## config.mk

```make
export PLATFORM = sky130hd
export DESIGN_NAME = cga_overscan_port
export DESIGN_NICKNAME = d
export VERILOG_FILES = /design/src/rtl/cga_vid_pkg.sv /design/src/rtl/cga_span_meas.sv /design/src/rtl/cga_overscan_port.sv
export SDC_FILE = /design/constraint.sdc
export NUM_CORES = 1
export LEC_CHECK = 0
export BUFFER_PORTS_ARGS = -buffer_cell sky130_fd_sc_hd__buf_2
export CORE_MARGIN = 2
export CORE_UTILIZATION = 54
export CTS_CLUSTER_SIZE = 14
export DETAILED_ROUTE_END_ITERATION = 12
export PLACE_DENSITY = 0.74
export RECOVER_POWER = 25
export SLEW_MARGIN = 15
export SYNTH_ARGS = -nofsm -noshare
export SYNTH_HDL_FRONTEND = slang
export SYNTH_SLANG_ARGS = --single-unit
```

## constraint.sdc

```tcl
create_clock -name clk -period 6 [get_ports clk]
set_clock_uncertainty 0.2 [all_clocks]
set_input_delay 1.2 -clock clk [delete_from_list [all_inputs] [get_ports clk]]
set_output_delay 1.2 -clock clk [all_outputs]
set_load 0.005 [all_outputs]
```

## src/rtl/cga_vid_pkg.sv

```systemverilog
// Shared defaults for the CGA overscan border path.
package cga_vid_pkg;

  localparam int unsigned PIX_W_DEF   = 4;
  localparam int unsigned HBORDER_DEF = 8;
  localparam int unsigned VBORDER_DEF = 8;
  localparam int unsigned CNT_W_DEF   = 11;

  // Extra sum bits needed to detect overflow when adding a border to a counter edge.
  localparam int unsigned SAT_GUARD_W = 1;

endpackage

```

## src/rtl/cga_span_meas.sv

```systemverilog
// Records first and last+1 counter values of an enable within a period delimited by a restart strobe.
// The partial period seen before the first restart after reset is discarded.
module cga_span_meas
  import cga_vid_pkg::*;
#(
  parameter int unsigned CNT_W  = CNT_W_DEF,
  parameter bit          STICKY = 1'b0
) (
  input  logic             clk,
  input  logic             rst,
  input  logic             ce,
  input  logic             restart,
  input  logic             en,
  input  logic [CNT_W-1:0] cnt,
  output logic [CNT_W-1:0] first,
  output logic [CNT_W-1:0] last,
  output logic             valid
);

  logic             armed_q, armed_d;
  logic             seen_q, seen_d;
  logic [CNT_W-1:0] cur_first_q, cur_first_d;
  logic [CNT_W-1:0] cur_last_q, cur_last_d;
  logic [CNT_W-1:0] first_q, first_d;
  logic [CNT_W-1:0] last_q, last_d;
  logic             valid_q, valid_d;

  logic             en_eff;
  logic             seen_nxt;
  logic [CNT_W-1:0] first_nxt;
  logic [CNT_W-1:0] last_nxt;
  logic [CNT_W-1:0] cnt_inc;

  assign cnt_inc = (cnt == '1) ? cnt : cnt + CNT_W'(1);

  // The restart tick still belongs to the closing period, so its enable is folded in before commit.
  always_comb begin
    armed_d     = armed_q;
    seen_d      = seen_q;
    cur_first_d = cur_first_q;
    cur_last_d  = cur_last_q;
    first_d     = first_q;
    last_d      = last_q;
    valid_d     = valid_q;
    en_eff      = en & armed_q;
    seen_nxt    = seen_q | en_eff;
    first_nxt   = (en_eff && !seen_q) ? cnt : cur_first_q;
    last_nxt    = en_eff ? cnt_inc : cur_last_q;
    if (ce) begin
      if (restart) begin
        armed_d = 1'b1;
        seen_d  = 1'b0;
        if (armed_q) begin
          valid_d = seen_nxt || (STICKY && valid_q);
          if (seen_nxt) begin
            first_d = first_nxt;
            last_d  = last_nxt;
          end
        end
      end else begin
        seen_d      = seen_nxt;
        cur_first_d = first_nxt;
        cur_last_d  = last_nxt;
      end
    end
  end

  always_ff @(posedge clk or posedge rst) begin
    if (rst) begin
      armed_q     <= 1'b0;
      seen_q      <= 1'b0;
      cur_first_q <= '0;
      cur_last_q  <= '0;
      first_q     <= '0;
      last_q      <= '0;
      valid_q     <= 1'b0;
    end else begin
      armed_q     <= armed_d;
      seen_q      <= seen_d;
      cur_first_q <= cur_first_d;
      cur_last_q  <= cur_last_d;
      first_q     <= first_d;
      last_q      <= last_d;
      valid_q     <= valid_d;
    end
  end

  assign first = first_q;
  assign last  = last_q;
  assign valid = valid_q;

endmodule

```

## src/rtl/cga_overscan_port.sv

```systemverilog
// Inserts a colored overscan border around the measured active area of a CGA-style video stream.
// Border geometry comes from the previous line (horizontal) and previous frame (vertical).
module cga_overscan_port
  import cga_vid_pkg::*;
#(
  parameter int unsigned PIX_W   = PIX_W_DEF,
  parameter int unsigned HBORDER = HBORDER_DEF,
  parameter int unsigned VBORDER = VBORDER_DEF,
  parameter int unsigned CNT_W   = CNT_W_DEF
) (
  input  logic             clk,
  input  logic             busreset,
  input  logic             pix_ce,
  input  logic [PIX_W-1:0] video_in,
  input  logic             de_in,
  input  logic             hsync_in,
  input  logic             vsync_in,
  input  logic [PIX_W-1:0] border_color,
  input  logic             overscan_en,
  output logic [PIX_W-1:0] video_out,
  output logic             de_out,
  output logic             hsync_out,
  output logic             vsync_out,
  output logic             border_active
);

  localparam int unsigned      SUM_W   = CNT_W + SAT_GUARD_W;
  localparam logic [CNT_W-1:0] CNT_MAX = '1;
  localparam logic [CNT_W-1:0] HB      = CNT_W'(HBORDER);
  localparam logic [CNT_W-1:0] VB      = CNT_W'(VBORDER);

  logic             hs_prev_q, hs_prev_d;
  logic             vs_prev_q, vs_prev_d;
  logic [CNT_W-1:0] hcnt_q, hcnt_d;
  logic [CNT_W-1:0] vcnt_q, vcnt_d;
  logic [PIX_W-1:0] video_out_q, video_out_d;
  logic             de_out_q, de_out_d;
  logic             hsync_out_q, hsync_out_d;
  logic             vsync_out_q, vsync_out_d;
  logic             border_active_q, border_active_d;

  logic             h_rise, v_rise, border_c;
  logic [CNT_W-1:0] hcnt_inc, vcnt_inc;
  logic [CNT_W-1:0] h_start, h_end, v_first, v_last;
  logic             h_valid, frame_valid;

  // Band is [max(0, lo_edge-bord), min(hi_edge+bord, CNT_MAX)).
  function automatic logic in_band(input logic [CNT_W-1:0] c,
                                   input logic [CNT_W-1:0] lo_edge,
                                   input logic [CNT_W-1:0] hi_edge,
                                   input logic [CNT_W-1:0] bord);
    logic [CNT_W-1:0] lo;
    logic [CNT_W-1:0] hi;
    logic [SUM_W-1:0] sum;
    lo  = (lo_edge >= bord) ? lo_edge - bord : '0;
    sum = SUM_W'(hi_edge) + SUM_W'(bord);
    hi  = (sum > SUM_W'(CNT_MAX)) ? CNT_MAX : sum[CNT_W-1:0];
    return (c >= lo) && (c < hi);
  endfunction

  assign h_rise   = hsync_in & ~hs_prev_q;
  assign v_rise   = vsync_in & ~vs_prev_q;
  assign hcnt_inc = (hcnt_q == CNT_MAX) ? hcnt_q : hcnt_q + CNT_W'(1);
  assign vcnt_inc = (vcnt_q == CNT_MAX) ? vcnt_q : vcnt_q + CNT_W'(1);

  // Horizontal span holds its last result across blank lines so border lines above/below have a width.
  cga_span_meas #(.CNT_W(CNT_W), .STICKY(1'b1)) u_hspan (
    .clk     (clk),
    .rst     (busreset),
    .ce      (pix_ce),
    .restart (h_rise),
    .en      (de_in),
    .cnt     (hcnt_q),
    .first   (h_start),
    .last    (h_end),
    .valid   (h_valid)
  );

  cga_span_meas #(.CNT_W(CNT_W), .STICKY(1'b0)) u_vspan (
    .clk     (clk),
    .rst     (busreset),
    .ce      (pix_ce),
    .restart (v_rise),
    .en      (de_in),
    .cnt     (vcnt_q),
    .first   (v_first),
    .last    (v_last),
    .valid   (frame_valid)
  );

  // Syncs and source enable veto the border outright.
  assign border_c = overscan_en & frame_valid & h_valid
                  & in_band(hcnt_q, h_start, h_end, HB)
                  & in_band(vcnt_q, v_first, v_last, VB)
                  & ~de_in & ~hsync_in & ~vsync_in;

  always_comb begin
    hs_prev_d       = hs_prev_q;
    vs_prev_d       = vs_prev_q;
    hcnt_d          = hcnt_q;
    vcnt_d          = vcnt_q;
    video_out_d     = video_out_q;
    de_out_d        = de_out_q;
    hsync_out_d     = hsync_out_q;
    vsync_out_d     = vsync_out_q;
    border_active_d = border_active_q;
    if (pix_ce) begin
      hs_prev_d       = hsync_in;
      vs_prev_d       = vsync_in;
      hcnt_d          = h_rise ? '0 : hcnt_inc;
      vcnt_d          = v_rise ? '0 : (h_rise ? vcnt_inc : vcnt_q);
      video_out_d     = border_c ? border_color : (de_in ? video_in : '0);
      de_out_d        = de_in | border_c;
      hsync_out_d     = hsync_in;
      vsync_out_d     = vsync_in;
      border_active_d = border_c;
    end
  end

  always_ff @(posedge clk or posedge busreset) begin
    if (busreset) begin
      hs_prev_q       <= 1'b0;
      vs_prev_q       <= 1'b0;
      hcnt_q          <= '0;
      vcnt_q          <= '0;
      video_out_q     <= '0;
      de_out_q        <= 1'b0;
      hsync_out_q     <= 1'b0;
      vsync_out_q     <= 1'b0;
      border_active_q <= 1'b0;
    end else begin
      hs_prev_q       <= hs_prev_d;
      vs_prev_q       <= vs_prev_d;
      hcnt_q          <= hcnt_d;
      vcnt_q          <= vcnt_d;
      video_out_q     <= video_out_d;
      de_out_q        <= de_out_d;
      hsync_out_q     <= hsync_out_d;
      vsync_out_q     <= vsync_out_d;
      border_active_q <= border_active_d;
    end
  end

  assign video_out     = video_out_q;
  assign de_out        = de_out_q;
  assign hsync_out     = hsync_out_q;
  assign vsync_out     = vsync_out_q;
  assign border_active = border_active_q;

endmodule
```

==> impl_metrics.tcl <==
set metrics [dict create \
    layout-drive-gt1-share_pct 13.1 \
    routedLengthMet1_um 7650 \
    initial_core_util_pct 55.8 \
    cp.arrival_ns 4.39 \
    syn-num-nets 851 \
    fin_area_um2 8140 \
    violations "capacitance limit, slew limit" \
    power_switching_w 0.000832 \
    numClockSinks 124 \
    worstPathCellList "clkbuf_1 > clkinv_1 > nor2_1 > o211ai_1 > buf_4 > a211o_1" \
    cts_hold_buf 0 \
    status "finished with violations" \
    fp.dieH_um 121 \
    p_total_w 0.00266 \
    yosysMostFrequentCell "dfrtp_1" \
    synth_edf_count 0 \
    synth_seq_cells 124 \
    drc_errors 0 \
    worstPathMaxFanout 22 \
    slew_violations 75 \
    cts_made_buffers 17 \
    totalWireLength_um 17900 \
    firstDrtPassIters 5 \
    critPathMaxStageDelay_ns 0.79 \
    fin_nets 850 \
    reg2regPathDepth 12 \
    post_cts_buffers 0 \
    diodes 0 \
    yosysUniqueCellTypes 62 \
    switching_share_pct 31.3 \
    vias_per_cell 6.08 \
    fp.dieW_um 121 \
    seqPwrFrac_pct 40.8 \
    area_growth_pct 9.26 \
    core_um2 13300 \
    dpl.cell_count 944 \
    synthCells 788 \
    fin_setup_tns_ns 0 \
    numPortBuffers 22 \
    vias 5930 \
    startpoint_type "input port" \
    yosys_warnings 0 \
    rows 42 \
    synth_area_per_cell_um2 9.45 \
    grt_pass1_wl_um 29700 \
    gp_congestion 0.908 \
    hp-class "reg2reg" \
    synth.top_cell.area_share_pct 41.7 \
    peakVddDrop_uv 284 \
    grt_antenna_before_repair 0 \
    synthesis.area_um2 7450 \
    dr_wl_met2_um 8850 \
    cts_root_buf "clkbuf_16" \
    grt_start_max_net_pins 75 \
    clkPwrFrac_pct 37.7 \
    yosys.area.top_type "dfrtp_1" \
    p_int_w 0.00183 \
    cts_resized 0 \
    stdcell_count 976 \
    route.met3.wl_um 801 \
    yosys-top-cells-count "dfrtp_1, nand2_1, o21ai_0" \
    clk_latency_ns 0.44 \
    setup_viol 0 \
    setup.worst_path.end_class "flip-flop" \
    grt_use_total_pct 26.3 \
    tritoncts "yes" \
    synth_flop_cell "dfrtp_1" \
    yosys-top-cells-area "dfrtp_1, ha_1, nand2_1" \
    dp_slack_ns 1.96 \
    routed.top_layer "met4" \
    htree_num_levels 4 \
    placed_area_um2 7560 \
    drt-wirelength-per-cell_um 18.4 \
    drtIter0Drc 431 \
    dieArea_um2 14700 \
    worst_pin_slew_ns 3.27 \
    clockBufferDepth 2 \
    relSlewSlack_pct -119 \
    grt_pass1_vias 6002 \
    power_density_nw_per_um2 327 \
    yosysSeqAreaShare_pct 41.7 \
    grt_setup_unrepaired "no" \
    critPathSlowestCell "clkbuf_1" \
    whs_path_depth 1 \
    min_period_over_period_pct 71.2 \
    drv_cap 1 \
    comb_power_share_pct 21.5 \
    crit_type "in2reg" \
    cts.clk_slew.worst_paths_ns 0.06 \
    postRouteAntennaNets 0 \
    io_pins 23 \
    grt-ovfl-total 0 \
    dp_hpwl_um 12500 \
    min_period_ns 4.27 \
    cp.required_ns 6.12 \
    hold_viol 0 \
    leakagePower_nw 3.81 \
    fmax_ghz 0.234 \
    final.setup.worst_slack_ns 1.73 \
    ys_async_sr_fraction_pct 100 \
]
==> path summary, 6_finish.rpt <==
check	from	endpoint	slack, ns
worst max-delay path	pix_ce	u_vspan.last[4]	1.73
worst min-delay path	u_hspan.valid	u_hspan.valid	0.27
worst max register to register	u_hspan.first[3]	border_active	1.94
worst min register to register	u_hspan.valid	u_hspan.valid	0.27
max in group asynchronous	busreset	u_vspan.first[3]	2.40
min in group asynchronous	busreset	vsync_out	1.49
==> layout make-up <==
type | count | area [um2]
inverters | 21 | 80.1
flip-flops and latches | 124 | 3100
multi-input cells | 596 | 4010
fillers | 1136 | 5210
well taps | 176 | 220
clock inverters | 15 | 150
repair buffers | 27 | 146
clock buffers | 17 | 425
==> per-stage QoR <==
step           util, %  hold slack [ns]
3_5_place_dp      56.7            0.251
6_report          61.0            0.273
4_1_cts           61.0            0.271
2_1_floorplan        -            0.227
5_1_grt           61.0            0.307
3_3_place_gp      56.6            0.250
==> logic make-up after synthesis <==
logic type,share of synthesized area [%]
mux,9.09
buf+inv,4.47
xor+xnor,4.00
compound gates,15.1
flops,41.7
simple gates,17.6
fa+ha+maj,8.06
==> critical path, delay by kind of cell <==
family          cells  cell delay (ns)
compound gates      2             0.80
simple gates        1             0.65
buf+inv             3             1.73
==> layer usage <==
layer  vias to the layer above  global-route usage (%)
li1                       2817                       -
met1                      2899                    31.8
met2                       157                    43.4
met3                        57                    6.02
met4                         0                    14.2
met5                         -                       0
==> cells in the final DEF (no fill, tap or decap), types with 6 or more instances in the layout <==
cell type  Yosys  final
xnor2_1       19     19
dfrtp_1      124    124
and2_1         8      8
nand2b_1      12     12
xor2_1        15     15
nand3_1       18     18
o221ai_1       7      7
nor3_1         7      7
o21ai_0       69     69
buf_2         15     21
mux2i_1       26     26
mux2_2        35     35
and4_1         6      6
a31oi_1       11     11
inv_1         20     19
o31ai_1       11     11
clkbuf_16      0     17
nand4_1        8      8
a21o_1        10     10
nor2_1        52     52
and3_1        12     12
a21oi_1       38     38
nand2_1      116    116
ha_1          48     48
==> power groups by stage <==
stage	clock [W]	combinational [W]	sequential [W]
after global placement	0	0.000537	0.00109
after detailed placement	0	0.000567	0.00109
final	0.00100	0.000571	0.00109
after floorplan	0	0.000458	0.00105
after CTS	0.00101	0.000575	0.00108
after global routing	0.00105	0.000649	0.00110
==> registers in the layout, summed over array words and instances (netlist names), 4 cells and up <==
register / cells
u_hspan.first: 11
video_out: 4
u_hspan.cur_last_q: 11
hcnt_q: 11
vcnt_q: 11
u_vspan.cur_last_q: 11
u_hspan.cur_first_q: 11
u_vspan.last: 11
u_vspan.cur_first_q: 11
u_vspan.first: 11
u_hspan.last: 11
Note: power is estimated with default switching activity, not from simulation.
